File: src/rtl/det_pkg.sv
//------------------------------------------------------------------------------
// det_pkg
// Shared constants and helpers for the det_4x4 front end.
//   ELEM_W_DEF : default element width in bits
//   N          : matrix order (4x4)
//   NUM_ELEM   : number of matrix elements (16)
//   MAT_W      : width of the packed matrix bus at the default element width
//   IDX_W      : width of the element index counter
//   state_t    : loader FSM state encoding (LOAD / WAIT / RESULT)
//   slot_lsb   : bit offset of element k inside the packed matrix bus
//------------------------------------------------------------------------------
`timescale 1ns/1ps
package det_pkg;

    localparam int unsigned ELEM_W_DEF = 8;
    localparam int unsigned N          = 4;
    localparam int unsigned NUM_ELEM   = N * N;
    localparam int unsigned MAT_W      = NUM_ELEM * ELEM_W_DEF;
    localparam int unsigned IDX_W      = 4;

    typedef enum logic [1:0] {
        LOAD   = 2'd0,
        WAIT   = 2'd1,
        RESULT = 2'd2
    } state_t;

    // Element 0 sits in the most significant slot, element 15 in the least.
    function automatic int unsigned slot_lsb(input int unsigned k, input int unsigned elem_w);
        return (NUM_ELEM - 1 - k) * elem_w;
    endfunction

endpackage

File: src/rtl/det_4x4_loader.sv
//------------------------------------------------------------------------------
// det_4x4_loader
// Byte-serial front end for det_4x4. Collects 16 row-major elements from a
// valid/ready stream, packs them onto the matrix bus, waits DET_LAT edges for
// det_4x4 to settle, captures the determinant and overflow flag, and returns
// them over a valid/ready result handshake.
//
// Ports
//   clk        in   clock, rising edge
//   rst        in   synchronous reset, active high
//   in_valid   in   element stream valid
//   in_data    in   element, index k = row*4 + col
//   in_ready   out  loader accepts an element (LOAD state, not in reset)
//   mat_A      out  packed matrix, element k at [MAT_W-1-k*ELEM_W -: ELEM_W]
//   mat_valid  out  mat_A complete and held stable
//   det_in     in   det_4x4 determinant (signed)
//   ovf_in     in   det_4x4 overflow flag
//   res_valid  out  result available
//   res_det    out  captured determinant (signed, unmodified)
//   res_ovf    out  captured overflow flag
//   res_ready  in   result consumer ready
//------------------------------------------------------------------------------
`timescale 1ns/1ps
module det_4x4_loader
    import det_pkg::*;
#(
    parameter int unsigned ELEM_W  = det_pkg::ELEM_W_DEF,
    parameter int unsigned DET_LAT = 2
) (
    input  logic                         clk,
    input  logic                         rst,
    input  logic                         in_valid,
    input  logic [ELEM_W-1:0]            in_data,
    output logic                         in_ready,
    output logic [NUM_ELEM*ELEM_W-1:0]   mat_A,
    output logic                         mat_valid,
    input  logic [ELEM_W-1:0]            det_in,
    input  logic                         ovf_in,
    output logic                         res_valid,
    output logic [ELEM_W-1:0]            res_det,
    output logic                         res_ovf,
    input  logic                         res_ready
);

    localparam int unsigned LP_MAT_W = NUM_ELEM * ELEM_W;
    localparam int unsigned CNT_W    = $clog2(DET_LAT + 1);

    localparam logic [IDX_W-1:0] LAST_IDX  = IDX_W'(NUM_ELEM - 1);
    localparam logic [CNT_W-1:0] LAST_WAIT = CNT_W'(DET_LAT - 1);

    state_t                r_state;
    state_t                w_state_nxt;
    logic [IDX_W-1:0]      r_idx;
    logic [CNT_W-1:0]      r_wait_cnt;
    logic [LP_MAT_W-1:0]   r_mat_A;
    logic                  r_mat_valid;
    logic                  r_res_valid;
    logic [ELEM_W-1:0]     r_res_det;
    logic                  r_res_ovf;

    logic                  w_in_ready;
    logic                  w_accept;
    logic                  w_last_elem;
    logic                  w_capture;
    logic                  w_release;

    // Handshake qualifiers and next-state decode for the loader FSM.
    always_comb begin
        w_state_nxt = r_state;
        w_in_ready  = 1'b0;
        w_accept    = 1'b0;
        w_last_elem = 1'b0;
        w_capture   = 1'b0;
        w_release   = 1'b0;

        case (r_state)
            LOAD: begin
                // in_ready drops combinationally with rst so nothing is
                // accepted on the edge that applies reset.
                w_in_ready  = ~rst;
                w_accept    = in_valid & ~rst;
                w_last_elem = w_accept & (r_idx == LAST_IDX);
                if (w_last_elem) begin
                    w_state_nxt = WAIT;
                end else begin
                    w_state_nxt = LOAD;
                end
            end
            WAIT: begin
                w_capture = (r_wait_cnt == LAST_WAIT);
                if (w_capture) begin
                    w_state_nxt = RESULT;
                end else begin
                    w_state_nxt = WAIT;
                end
            end
            RESULT: begin
                w_release = r_res_valid & res_ready;
                if (w_release) begin
                    w_state_nxt = LOAD;
                end else begin
                    w_state_nxt = RESULT;
                end
            end
            default: begin
                w_state_nxt = LOAD;
            end
        endcase
    end

    // FSM state register.
    always_ff @(posedge clk) begin
        if (rst) begin
            r_state <= LOAD;
        end else begin
            r_state <= w_state_nxt;
        end
    end

    // Element index: advances per accepted element, wraps only on the last one.
    always_ff @(posedge clk) begin
        if (rst) begin
            r_idx <= '0;
        end else if (w_last_elem) begin
            r_idx <= '0;
        end else if (w_accept) begin
            r_idx <= r_idx + IDX_W'(1);
        end else begin
            r_idx <= r_idx;
        end
    end

    // Matrix slots: written in place, never cleared between matrices, so a
    // slot keeps its old value until the new stream reaches it.
    always_ff @(posedge clk) begin
        if (rst) begin
            r_mat_A <= '0;
        end else begin
            for (int k = 0; k < NUM_ELEM; k++) begin
                if (w_accept && (r_idx == IDX_W'(k))) begin
                    r_mat_A[slot_lsb(k, ELEM_W) +: ELEM_W] <= in_data;
                end
            end
        end
    end

    // Latency counter: cleared when the matrix completes, counts while waiting.
    always_ff @(posedge clk) begin
        if (rst) begin
            r_wait_cnt <= '0;
        end else if (w_last_elem) begin
            r_wait_cnt <= '0;
        end else if (r_state == WAIT) begin
            r_wait_cnt <= r_wait_cnt + CNT_W'(1);
        end else begin
            r_wait_cnt <= r_wait_cnt;
        end
    end

    // mat_valid spans from the last accept until the result is consumed,
    // which is the whole window in which det_4x4 output is meaningful.
    always_ff @(posedge clk) begin
        if (rst) begin
            r_mat_valid <= 1'b0;
        end else if (w_last_elem) begin
            r_mat_valid <= 1'b1;
        end else if (w_release) begin
            r_mat_valid <= 1'b0;
        end else begin
            r_mat_valid <= r_mat_valid;
        end
    end

    // Result capture and hold; det_in is passed through untouched.
    always_ff @(posedge clk) begin
        if (rst) begin
            r_res_valid <= 1'b0;
            r_res_det   <= '0;
            r_res_ovf   <= 1'b0;
        end else if (w_capture) begin
            r_res_valid <= 1'b1;
            r_res_det   <= det_in;
            r_res_ovf   <= ovf_in;
        end else if (w_release) begin
            r_res_valid <= 1'b0;
            r_res_det   <= r_res_det;
            r_res_ovf   <= r_res_ovf;
        end else begin
            r_res_valid <= r_res_valid;
            r_res_det   <= r_res_det;
            r_res_ovf   <= r_res_ovf;
        end
    end

    assign in_ready  = w_in_ready;
    assign mat_A     = r_mat_A;
    assign mat_valid = r_mat_valid;
    assign res_valid = r_res_valid;
    assign res_det   = r_res_det;
    assign res_ovf   = r_res_ovf;

endmodule
File: config.mk
export PLATFORM = sky130hd
export DESIGN_NAME = det_4x4_loader
export DESIGN_NICKNAME = d
export VERILOG_FILES = /design/src/rtl/det_pkg.sv /design/src/rtl/det_4x4_loader.sv
export SDC_FILE = /design/constraint.sdc
export NUM_CORES = 1
export LEC_CHECK = 0
export BUFFER_PORTS_ARGS = -buffer_cell sky130_fd_sc_hd__buf_2
export CAP_MARGIN = 20
export CELL_PAD_IN_SITES_DETAIL_PLACEMENT = 0
export CELL_PAD_IN_SITES_GLOBAL_PLACEMENT = 1
export CORE_MARGIN = 3
export CORE_UTILIZATION = 34
export DETAILED_ROUTE_END_ITERATION = 6
export GPL_TIMING_DRIVEN = 0
export PLACE_DENSITY_LB_ADDON = 0.1
export SETUP_SLACK_MARGIN = 0.15
export SLEW_MARGIN = 20
export SYNTH_ARGS = -nofsm -noshare
export SYNTH_HDL_FRONTEND = slang
export SYNTH_SLANG_ARGS = --single-unit
export TNS_END_PERCENT = 5
File: constraint.sdc
create_clock -name clk -period 1.7 [get_ports clk]
set_clock_uncertainty 0.2 [all_clocks]
set_input_delay 0.255 -clock clk [delete_from_list [all_inputs] [get_ports clk]]
set_output_delay 0.255 -clock clk [all_outputs]
set_load 0.03 [all_outputs]
==> flow_summary_export.csv, run 1 <==
group,metric,value,unit
placement,preCtsSetupSlack,-678,ps
setup_path,worst_path_max_delay_cell,"sky130_fd_sc_hd__or4b_4",
logic_synthesis,synth_top_family_by_area,"compound AO/OA/AOI/OAI gates",
global_routing,globalRouteTotalUtil,22.5,%
logic_synthesis,syn_nets,734,
clock_tree,cell_at_the_root_of_the_clock_tree,"sky130_fd_sc_hd__clkbuf_16",
setup_path,setup.worst_path.start_class,"register",
sta,max_freq,521,MHz
power,pwr_density_cell,918,nW/µm²
sta,final-setup-viol-count,128,
outcome,outcome,"finished, violations left",
finish,antenna-diode-count,0,
logic_synthesis,synth_async_sr_flop_share,0,%
sta,setup_ws,-218,ps
sta,tightestPinTransition,874,ps
die,initial_core_util,35.1,%
detailed_routing,drc_violation_count_after_routing,0,
global_routing,first_global_vias,5873,
logic_synthesis,share_of_the_synthesized_area_in_compound_gates_ao_oa_aoi_oai,22.2,%
logic_synthesis,yosys.cell_types.count,32,
finish,final_util,50.3,%
placement,place_congestion,0.818,
die,die_extent_in_x,137,µm
logic_synthesis,synth_edf_count,0,
logic_synthesis,synth-adder-area-share,1.07,%
global_routing,largest_net_degree_at_the_start_of_global_routing,17,
detailed_routing,antenna_left,0,
power,power.ir.vdd_worst,0.722,mV
sta,final_max_tran_viols,0,
finish,final_area,8410,µm²
logic_synthesis,synthMuxAreaShare,1.60,%
die,placeableCoreArea,16700,µm²
sta,timing.final.crit_period,1920,ps
clock_tree,max-clock-path-buffers,2,
placement,place.port_buffers,160,
clock_tree,clock_latency,420,ps
logic_synthesis,synth-seq-area-share,50.2,%
setup_path,path_delay_family,"simple AND/OR/NAND/NOR gates",
finish,final_nets,953,
clock_tree,clk_transition_reported_paths,60,ps
clock_tree,tritoncts.num_buffers,17,
setup_path,cp.required,1850,ps
sta,hold_slack,218,ps
logic_synthesis,synthFlopType,"sky130_fd_sc_hd__dfxtp_1",
finish,ff_latch_area,2950,µm²
clock_tree,clkSinkCount,147,
placement,detailed_place.area,7010,µm²
sta,slew_headroom,41.7,%
logic_synthesis,synth_area,5860,µm²
finish,final_layout_size_suffix_gt1_share,33.3,%
outcome,violations,"setup timing",
logic_synthesis,yosys_warnings,0,
logic_synthesis,synthCells,708,
logic_synthesis,synth_xor_xnor_area_share,0.149,%
clock_tree,cts-htree-levels,4,
die,dieArea,18900,µm²
setup_path,worst_path_largest_cell_delay,520,ps
placement,post-place-cells,1088,
setup_path,worst_ep_arrival_time,2070,ps
job,cap_viol_max_count,0,
sta,final_hold_viol_count,0,
die,chipHeight,137,µm
finish,syn_to_final_growth,43.4,%
detailed_routing,via_count_of_the_routed_design,6230,
setup_path,path_max_fanout,7,
power,p_leak,3.38,nW
finish,area_of_the_multi_input_gates,2880,µm²
die,design.portCount,161,
detailed_routing,routedWlPerCell,18.9,µm
detailed_routing,wirelength,21900,µm
sta,setup_repair_after_global_routing_missed_its_margin,"true",
clock_tree,cts_tree,"yes",
die,std_cell_rows,47,
placement,dp_hpwl,14300,µm
finish,num-fill-cells,1663,
detailed_routing,number_of_optimization_iterations_in_the_first_detailed_route_pass,5,
global_routing,grt_first_pass_wirelength,32600,µm
setup_path,critPathBufInv,2,
worst_hold_path,hold_class,"in -> reg",
logic_synthesis,synth.avg_cell_area,8.28,µm²
global_routing,number_of_antenna_violations_at_the_first_check_in_global_routing,0,
global_routing,grt_remaining_overflow,0,
setup_path,critical_path_class,"reg -> reg",
detailed_routing,vias_per_cell,5.38,
setup_path,crit_path_cells,"or4b_4 -> buf_6 -> clkbuf_16 -> or3_1 -> a31oi_1",
finish,layout.cells.non_filler,1157,
logic_synthesis,area_share_of_and_or_nand_nor_cells_after_synthesis,19.2,%
logic_synthesis,synth-seq-cells,147,
detailed_routing,first_iter_violations,358,
sta,layout_worst_path_cycle_share,113,%
setup_path,worstSetupEndpointType,"register",
-- sequential cells by signal, summed over array words and instances (netlist names) --
name        flops
res_det         8
r_state         2
res_valid       1
mat_valid       1
res_ovf         1
r_idx           4
mat_A         128
r_wait_cnt      2
-- synth_stat cells (all sizes together), types with 3 or more instances --
cell / n / share of area (%)
clkbuf: 64 / 4.1
mux2i: 6 / 1.0
nand3b: 9 / 1.2
nand2: 16 / 1.0
and3: 4 / 0.43
inv: 3 / 0.19
or3b: 4 / 0.60
ha: 5 / 1.1
nor2b: 4 / 0.43
a21oi: 132 / 11
o21ai: 120 / 10
buf: 16 / 1.3
mux2: 3 / 0.58
and3b: 7 / 1.0
dfxtp: 147 / 50
nand3: 137 / 12
nor3b: 4 / 0.51
nand2b: 12 / 1.3
-- through the flow --
step	total power, mW	setup TNS (ps)
6_report	7.72	-17740
5_1_grt	7.98	-24610
4_1_cts	7.69	-18200
3_5_place_dp	4.15	-77540
3_3_place_gp	4.14	-72420
2_1_floorplan	3.92	-6600
-- routing by layer --
metal / wire [µm] / track usage, % / vias up
met5: 0 / 0 / -
met1: 9240 / 28.6 / 2998
met3: 1480 / 5.44 / 42
li1: - / - / 2972
met2: 10700 / 37.3 / 218
met4: 518 / 7.98 / 0
-- power by group --
group | internal [mW] | total [mW] | switching [mW]
Clock | 2.05 | 3.44 | 1.39
Sequential | 3.47 | 3.50 | 0.0259
Combinational | 0.282 | 0.784 | 0.502
-- final timing paths --
kind	endpoint	slack (ps)	depth (start not counted)	from
worst max register to register	r_idx[3]$_SDFFE_PP0P_	-220	5	r_state[1]$_SDFF_PP0_
worst min register to register	res_det[7]$_SDFFE_PP0P_	250	2	res_det[7]$_SDFFE_PP0P_
worst max-delay path	r_idx[3]$_SDFFE_PP0P_	-220	5	r_state[1]$_SDFF_PP0_
worst min-delay path	mat_A[84]$_SDFFE_PP0P_	220	4	rst
-- worst min-delay path: cells and delay by family --
kind                   cells  cell delay (ps)
AND/OR/NAND/NOR            1              140
multiplexers               1               60
buffers and inverters      2              330
-- repair_timing --
action                     4_1_cts  5_1_grt
hold buffers                    27        0
setup endpoints to repair      148      148
setup buffers                    9        0
cloned                           1        3
hold endpoints to repair        44        0
pin swaps                       10        2
resized for setup              117       77
-- cell type report --
class	instances	share of cell area, %
clock inverters	6	0.685
repair buffers	200	14.2
inverters	3	0.193
flip-flops and latches	147	35.1
well taps	220	3.27
clock buffers	23	5.57
multi-input cells	478	34.3
plain buffers	80	6.70
-- cell families after synthesis --
group	Yosys count
AOI/OAI and AO/OA	257
buffers and inverters	83
DFF	147
xor gates and xnor gates	1
muxes	9
adders and majority gates	5
and+or+nand+nor	206
-- cell usage in the layout (no fill, tap or decap), drive strengths merged, types with 7 or more instances in the layout --
cell,Yosys,layout
buf,16,197
dlygate4sd3,0,27
nand3,137,137
nand2b,12,12
dfxtp,147,147
o21ai,120,120
a21oi,132,132
clkbuf,64,79
and3b,7,7
nand2,16,16
nand3b,9,9
Power figures use the tool's default switching activity.
==> run 2, diff against run 1 <==
--- a/config.mk
+++ b/config.mk
@@ -10,7 +10,7 @@
 export CELL_PAD_IN_SITES_DETAIL_PLACEMENT = 0
 export CELL_PAD_IN_SITES_GLOBAL_PLACEMENT = 1
 export CORE_MARGIN = 3
-export CORE_UTILIZATION = 34
+export CORE_UTILIZATION = 38
 export DETAILED_ROUTE_END_ITERATION = 6
 export GPL_TIMING_DRIVEN = 0
 export PLACE_DENSITY_LB_ADDON = 0.1
@@ -19,4 +19,4 @@
 export SYNTH_ARGS = -nofsm -noshare
 export SYNTH_HDL_FRONTEND = slang
 export SYNTH_SLANG_ARGS = --single-unit
-export TNS_END_PERCENT = 5
+export TNS_END_PERCENT = 30
==> constraint.sdc (replaced) <==
create_clock -name clk -period 2 [get_ports clk]
set_clock_uncertainty 0.2 [all_clocks]
set_input_delay 0.3 -clock clk [delete_from_list [all_inputs] [get_ports clk]]
set_output_delay 0.3 -clock clk [all_outputs]
set_load 0.03 [all_outputs]
==> run 2 against run 1 <==
  * Hold slack got worse by 200 ps
  * Cell area decreased by 0.55%
  * Sequential share of layout area increased by 0.25 points
  * Power decreased by 5.1%
  * Critical path depth increased by 1
  * The run now ends clean
  * Core utilization increased by 6.1 points
  * Fmax decreased by 0.73%
  * Worst setup slack improved by 290 ps
  * First-iteration DRC count increased by 15%
  * Wire length decreased by 4.9%
  * Sequential power decreased by 15%
  * Combinational power decreased by 17%
==> flow_summary_export.csv, run 2 (synthesis gave the netlist of run 1 again) <==
group,metric,value,unit
setup_path,crit_path_cells,"or4b_4 -> buf_8 -> clkbuf_16 -> clkbuf_8 -> o21ai_0 -> a21oi_1",
global_routing,globalRouteTotalUtil,23.5,%
finish,layout.cells.most_common,"sky130_fd_sc_hd__buf_2",
sta,timing.final.crit_period,1930,ps
finish,layout.cells.most_common_list,"sky130_fd_sc_hd__buf_2 (166), sky130_fd_sc_hd__dfxtp_1 (142), sky130_fd_sc_hd__nand3_1 (134), sky130_fd_sc_hd__a21oi_1 (127), sky130_fd_sc_hd__o21ai_1 (48)",
detailed_routing,routedWlPerCell,18.7,µm
detailed_routing,number_of_optimization_iterations_in_the_first_detailed_route_pass,5,
power,pwr-share-comb,8.9,%
setup_path,worstSetupEndpointType,"register",
die,std_cell_rows,44,
placement,place.port_buffers,160,
detailed_routing,first_iter_violations,412,
outcome,outcome,"completed",
die,placeableCoreArea,14800,µm²
power,power.total,7.33,mW
die,die_extent_in_x,130,µm
finish,final_nets,943,
detailed_routing,wirelength,20800,µm
power,pwr-share-clk,50.5,%
die,dieArea,17000,µm²
global_routing,grt_remaining_overflow,0,
setup_path,worst_ep_arrival_time,2020,ps
power,internal_power,5.65,mW
detailed_routing,via_count_of_the_routed_design,6190,
finish,final_util,56.5,%
worst_hold_path,hold_class,"in -> reg",
global_routing,first_global_vias,5688,
global_routing,largest_net_degree_at_the_start_of_global_routing,17,
sta,layout_worst_path_cycle_share,96.6,%
finish,antenna-diode-count,0,
setup_path,critical_path_class,"reg -> reg",
detailed_routing,vias_per_cell,5.56,
setup_path,critPathBufInv,3,
die,design.portCount,161,
placement,place_congestion,0.827,
clock_tree,cts_tree,"yes",
power,pwr-share-seq,40.6,%
placement,dp_hpwl,13800,µm
die,initial_core_util,39.6,%
sta,tightestPinTransition,798,ps
sta,final_max_tran_viols,0,
clock_tree,clk_transition_reported_paths,60,ps
sta,max_freq,517,MHz
sta,final-setup-viol-count,0,
power,pwr_density_cell,876,nW/µm²
global_routing,number_of_antenna_violations_at_the_first_check_in_global_routing,0,
placement,detailed_place.area,6900,µm²
setup_path,setup.worst_path.start_class,"register",
clock_tree,max-clock-path-buffers,2,
power,power.ir.vdd_worst,0.693,mV
clock_tree,clock_latency,420,ps
finish,final_layout_size_suffix_gt1_share,33.9,%
finish,final_area,8360,µm²
setup_path,worst_path_largest_cell_delay,520,ps
die,chipHeight,130,µm
sta,final_hold_viol_count,0,
clock_tree,tritoncts.num_buffers,17,
setup_path,worst-r2r-setup-slack,70,ps
sta,setup_repair_after_global_routing_missed_its_margin,"true",
finish,largest_register_ffs,128,
setup_path,cp.required,2090,ps
power,power_switching,1.67,mW
setup_path,path_max_fanout,10,
global_routing,grt_first_pass_wirelength,30700,µm
setup_path,worst_path_max_delay_cell,"sky130_fd_sc_hd__or4b_4",
clock_tree,cell_at_the_root_of_the_clock_tree,"sky130_fd_sc_hd__clkbuf_16",
job,cap_viol_max_count,0,
clock_tree,clkSinkCount,147,
detailed_routing,antenna_left,0,
power,power.switching_fraction,22.8,%
setup_path,path_delay_family,"simple AND/OR/NAND/NOR gates",
power,p_leak,3.39,nW
detailed_routing,drc_violation_count_after_routing,0,
finish,syn_to_final_growth,42.6,%
clock_tree,cts-htree-levels,4,
sta,slew_headroom,46.8,%
## run 2: changes by cell type in the layout (fill, tap and decap cells not counted), sizes merged
cell / delta
bufinv: +5
clkinvlp: -1
clkbuf: +7
dlygate4sd3: -17
buf: -1
## run 2: per-layer routing
| layer | global-route usage, % | up-vias | share of wire (%) |
|---|---|---|---|
| met2 | 38.4 | 224 | 48 |
| met5 | 0 | - | 0 |
| met3 | 5.20 | 30 | 6.6 |
| li1 | - | 2956 | - |
| met1 | 30.5 | 2980 | 44 |
| met4 | 8.44 | 0 | 1.8 |
## run 2: worst paths after layout
kind,start,end,cells past startpoint
min reg2reg,res_det[6]$_SDFFE_PP0P_,res_det[6]$_SDFFE_PP0P_,2
max reg2reg,r_state[1]$_SDFF_PP0_,mat_A[1]$_SDFFE_PP0P_,6
min,in_data[6],mat_A[70]$_SDFFE_PP0P_,3
max,r_state[1]$_SDFF_PP0_,mat_A[1]$_SDFFE_PP0P_,6
## run 2: repair_timing
action                     4_1_cts  5_1_grt
setup buffers                    4       12
resized for setup              130      108
hold buffers                    10        0
hold endpoints to repair        10        0
cloned                           1        3
setup endpoints to repair      130      140
pin swaps                        7       17
## run 2: per-stage QoR
step / cells / setup slack, ps / hold slack [ps] / TNS (ps)
2_1_floorplan: 708 / 146 / 245 / 0
3_3_place_gp: 1052 / -398 / 238 / -29430
3_5_place_dp: 1052 / -366 / 244 / -32010
4_1_cts: 1099 / 70.0 / 7.93 / 0
5_1_grt: 1114 / 7.21 / 23.7 / 0
6_report: 1114 / 67.5 / 19.8 / 0
## run 2: worst min-delay path, cell delays in order
cell	delay, ps
sky130_fd_sc_hd__buf_2	160
sky130_fd_sc_hd__nand3_1	80
sky130_fd_sc_hd__a21oi_1	50
## run 2: cell type report
cell class              count  area, µm²
fillers                  1353       6450
flip-flops and latches    147       2960
multi-input cells         478       2860
repair buffers            190       1080
plain buffers              80        533
clock buffers              22        484
well taps                 184        230
clock inverters            10        200
inverters                   3       16.3
## run 2: power by group through the flow
stage	logic (mW)	clock network, mW	registers (mW)
after floorplan	0.239	0	3.07
after global placement	0.457	0	3.03
after detailed placement	0.465	0	3.03
after CTS	0.551	3.73	2.97
after global routing	0.696	3.83	2.98
final	0.654	3.70	2.98
==> run 3, diff against run 2 <==
--- a/config.mk
+++ b/config.mk
@@ -9,7 +9,6 @@
 export CAP_MARGIN = 20
 export CELL_PAD_IN_SITES_DETAIL_PLACEMENT = 0
 export CELL_PAD_IN_SITES_GLOBAL_PLACEMENT = 1
-export CORE_MARGIN = 3
 export CORE_UTILIZATION = 38
 export DETAILED_ROUTE_END_ITERATION = 6
 export GPL_TIMING_DRIVEN = 0
==> run 3 against run 2 <==
  * Fmax is 0.32% higher
  * Critical path depth shrank 1
  * Worst setup slack better by 6.2 ps
  * Non-clock buffer count fell by 5
  * Sequential cell count is the same
  * Largest power group unchanged
  * Largest cell class unchanged
==> flow_summary_export.csv, run 3 (synthesis gave the netlist of run 1 again) <==
group,metric,value,unit
outcome,outcome,"completed",
die,dieArea,15900,µm²
placement,dp_hpwl,13300,µm
setup_path,worst_path_largest_cell_delay,520,ps
setup_path,critical_path.reg2reg.endpoint,"r_idx[3]$_SDFFE_PP0P_",
power,power.total,6.63,mW
sta,setup_ws,73.8,ps
die,std_cell_rows,45,
die,design.portCount,161,
detailed_routing,wirelength,20000,µm
clock_tree,cts-htree-levels,4,
setup_path,cp.required,2150,ps
finish,layout.cells.most_common,"sky130_fd_sc_hd__buf_2",
setup_path,path_delay_family,"simple AND/OR/NAND/NOR gates",
clock_tree,cts_tree,"yes",
finish,ff_latch_area,2960,µm²
sta,final_max_tran_viols,0,
finish,layout.cells.most_common_list,"sky130_fd_sc_hd__buf_2 (171), sky130_fd_sc_hd__dfxtp_1 (142), sky130_fd_sc_hd__nand3_1 (134), sky130_fd_sc_hd__a21oi_1 (130), sky130_fd_sc_hd__o21ai_1 (55)",
die,placeableCoreArea,15100,µm²
clock_tree,tritoncts.num_buffers,17,
setup_path,worstSetupEndpointType,"register",
clock_tree,clock_latency,420,ps
die,die_extent_in_x,126,µm
detailed_routing,number_of_optimization_iterations_in_the_first_detailed_route_pass,5,
sta,timing.final.crit_period,1930,ps
detailed_routing,routedWlPerCell,18.0,µm
clock_tree,clk_transition_reported_paths,60,ps
finish,num-fill-cells,1441,
detailed_routing,via_count_of_the_routed_design,6045,
global_routing,first_global_vias,5613,
clock_tree,clkSinkCount,147,
global_routing,grt-busiest-layer,"met2",
setup_path,worst_ep_arrival_time,2080,ps
setup_path,critical_path_class,"reg -> reg",
setup_path,setup.worst_path.start_class,"register",
worst_hold_path,hold_class,"in -> reg",
placement,place.port_buffers,160,
finish,final_layout_size_suffix_gt1_share,33.6,%
global_routing,grt_remaining_overflow,0,
finish,antenna-diode-count,0,
setup_path,worst-r2r-setup-slack,70,ps
finish,layout.cells.non_filler,1111,
setup_path,worst_path_max_delay_cell,"sky130_fd_sc_hd__or4b_4",
job,cap_viol_max_count,0,
sta,setup_repair_after_global_routing_missed_its_margin,"true",
setup_path,cp-startpoint,"r_state[1]$_SDFF_PP0_",
finish,final_nets,938,
detailed_routing,drc_violation_count_after_routing,0,
setup_path,timing.critical_path.to,"r_idx[3]$_SDFFE_PP0P_",
global_routing,met2_usage,41.6,%
setup_path,crit_path_cells,"or4b_4 -> buf_6 -> buf_12 -> or3_1 -> a31oi_1",
global_routing,largest_net_degree_at_the_start_of_global_routing,17,
placement,post-place-cells,1056,
finish,syn_to_final_growth,38.9,%
global_routing,grt_first_pass_wirelength,30600,µm
finish,largest_register_ffs,128,
die,chipHeight,126,µm
sta,final_hold_viol_count,0,
global_routing,globalRouteTotalUtil,25.1,%
placement,place_congestion,0.791,
setup_path,timing.rr.start,"r_state[1]$_SDFF_PP0_",
detailed_routing,first_iter_violations,434,
setup_path,path_max_fanout,7,
setup_path,cp_num_cells,5,
die,initial_core_util,38.7,%
global_routing,number_of_antenna_violations_at_the_first_check_in_global_routing,0,
clock_tree,max-clock-path-buffers,2,
sta,max_freq,519,MHz
setup_path,worst-r2r-cell-count,5,
power,p_leak,3.28,nW
power,power.ir.vdd_worst,0.622,mV
detailed_routing,antenna_left,0,
sta,tightestPinTransition,885,ps
setup_path,critPathBufInv,2,
sta,layout_worst_path_cycle_share,96.3,%
sta,final-setup-viol-count,0,
finish,area_of_the_multi_input_gates,2850,µm²
clock_tree,cell_at_the_root_of_the_clock_tree,"sky130_fd_sc_hd__clkbuf_16",
power,pwr_density_cell,814,nW/µm²
global_routing,gr-usage-met1,32.3,%
detailed_routing,vias_per_cell,5.44,
global_routing,grt_use_met3,4.55,%
sta,slew_headroom,41.0,%
placement,preCtsSetupSlack,-342,ps
==> run 3: tightest hold or removal path: stages <==
cell and delay, ps:
sky130_fd_sc_hd__buf_2 160, sky130_fd_sc_hd__nand3_1 80, sky130_fd_sc_hd__a21oi_1 50
==> run 3: timing repair <==
action                                  CTS  global route
hold buffers                             10             0
endpoints found under the setup margin  136           134
gates resized for setup                 116           138
buffers inserted                          7             6
gates cloned                              1             1
pin swaps                                 3             8
endpoints found under the hold margin    10             0
==> run 3: through the flow <==
stage	hold slack (ps)	instance area, µm²	utilization (%)	setup TNS, ps
after global placement	239	6910	45.6	-30170
final	12.9	8140	53.8	0
after CTS	6.76	7880	52.0	0
after detailed placement	246	6910	45.6	-31940
after global routing	20.2	8140	53.8	0
after floorplan	245	5870	-	0
==> run 3: how the worst min path moves through the flow <==
stage                                  startpoint                 endpoint  slack [ps]  depth (start not counted)
after CTS                              in_data[2]   mat_A[74]$_SDFFE_PP0P_           7                          3
final                                  in_data[2]   mat_A[74]$_SDFFE_PP0P_          10                          3
after detailed placement  res_det[7]$_SDFFE_PP0P_  res_det[7]$_SDFFE_PP0P_         250                          2
after global routing                   in_data[2]   mat_A[74]$_SDFFE_PP0P_          20                          3
after floorplan                        in_data[0]   mat_A[80]$_SDFFE_PP0P_         240                          1
after global placement    res_det[5]$_SDFFE_PP0P_  res_det[5]$_SDFFE_PP0P_         240                          2
==> run 3: per-layer routing <==
metal  vias up  wire, µm
li1       2953         -
met5         -         0
met3        29       940
met1      2883      8990
met4         0       414
met2       180      9640
==> run 3: final cells by class <==
| type | instances | share of cell area, % |
|---|---|---|
| Buffer | 80 | 6.15 |
| Clock buffer | 26 | 6.25 |
| Clock inverter | 4 | 0.584 |
| Inverter | 3 | 0.200 |
| Multi-Input combinational cell | 478 | 35.0 |
| Sequential cell | 147 | 36.3 |
| Tap cell | 188 | 2.89 |
| Timing Repair Buffer | 185 | 12.6 |
==> run 3: power by group <==
group | total [mW] | switching (mW) | internal (mW)
sequential | 2.98 | 0.0237 | 2.95
combinational | 0.603 | 0.398 | 0.205
clock | 3.05 | 1.19 | 1.86
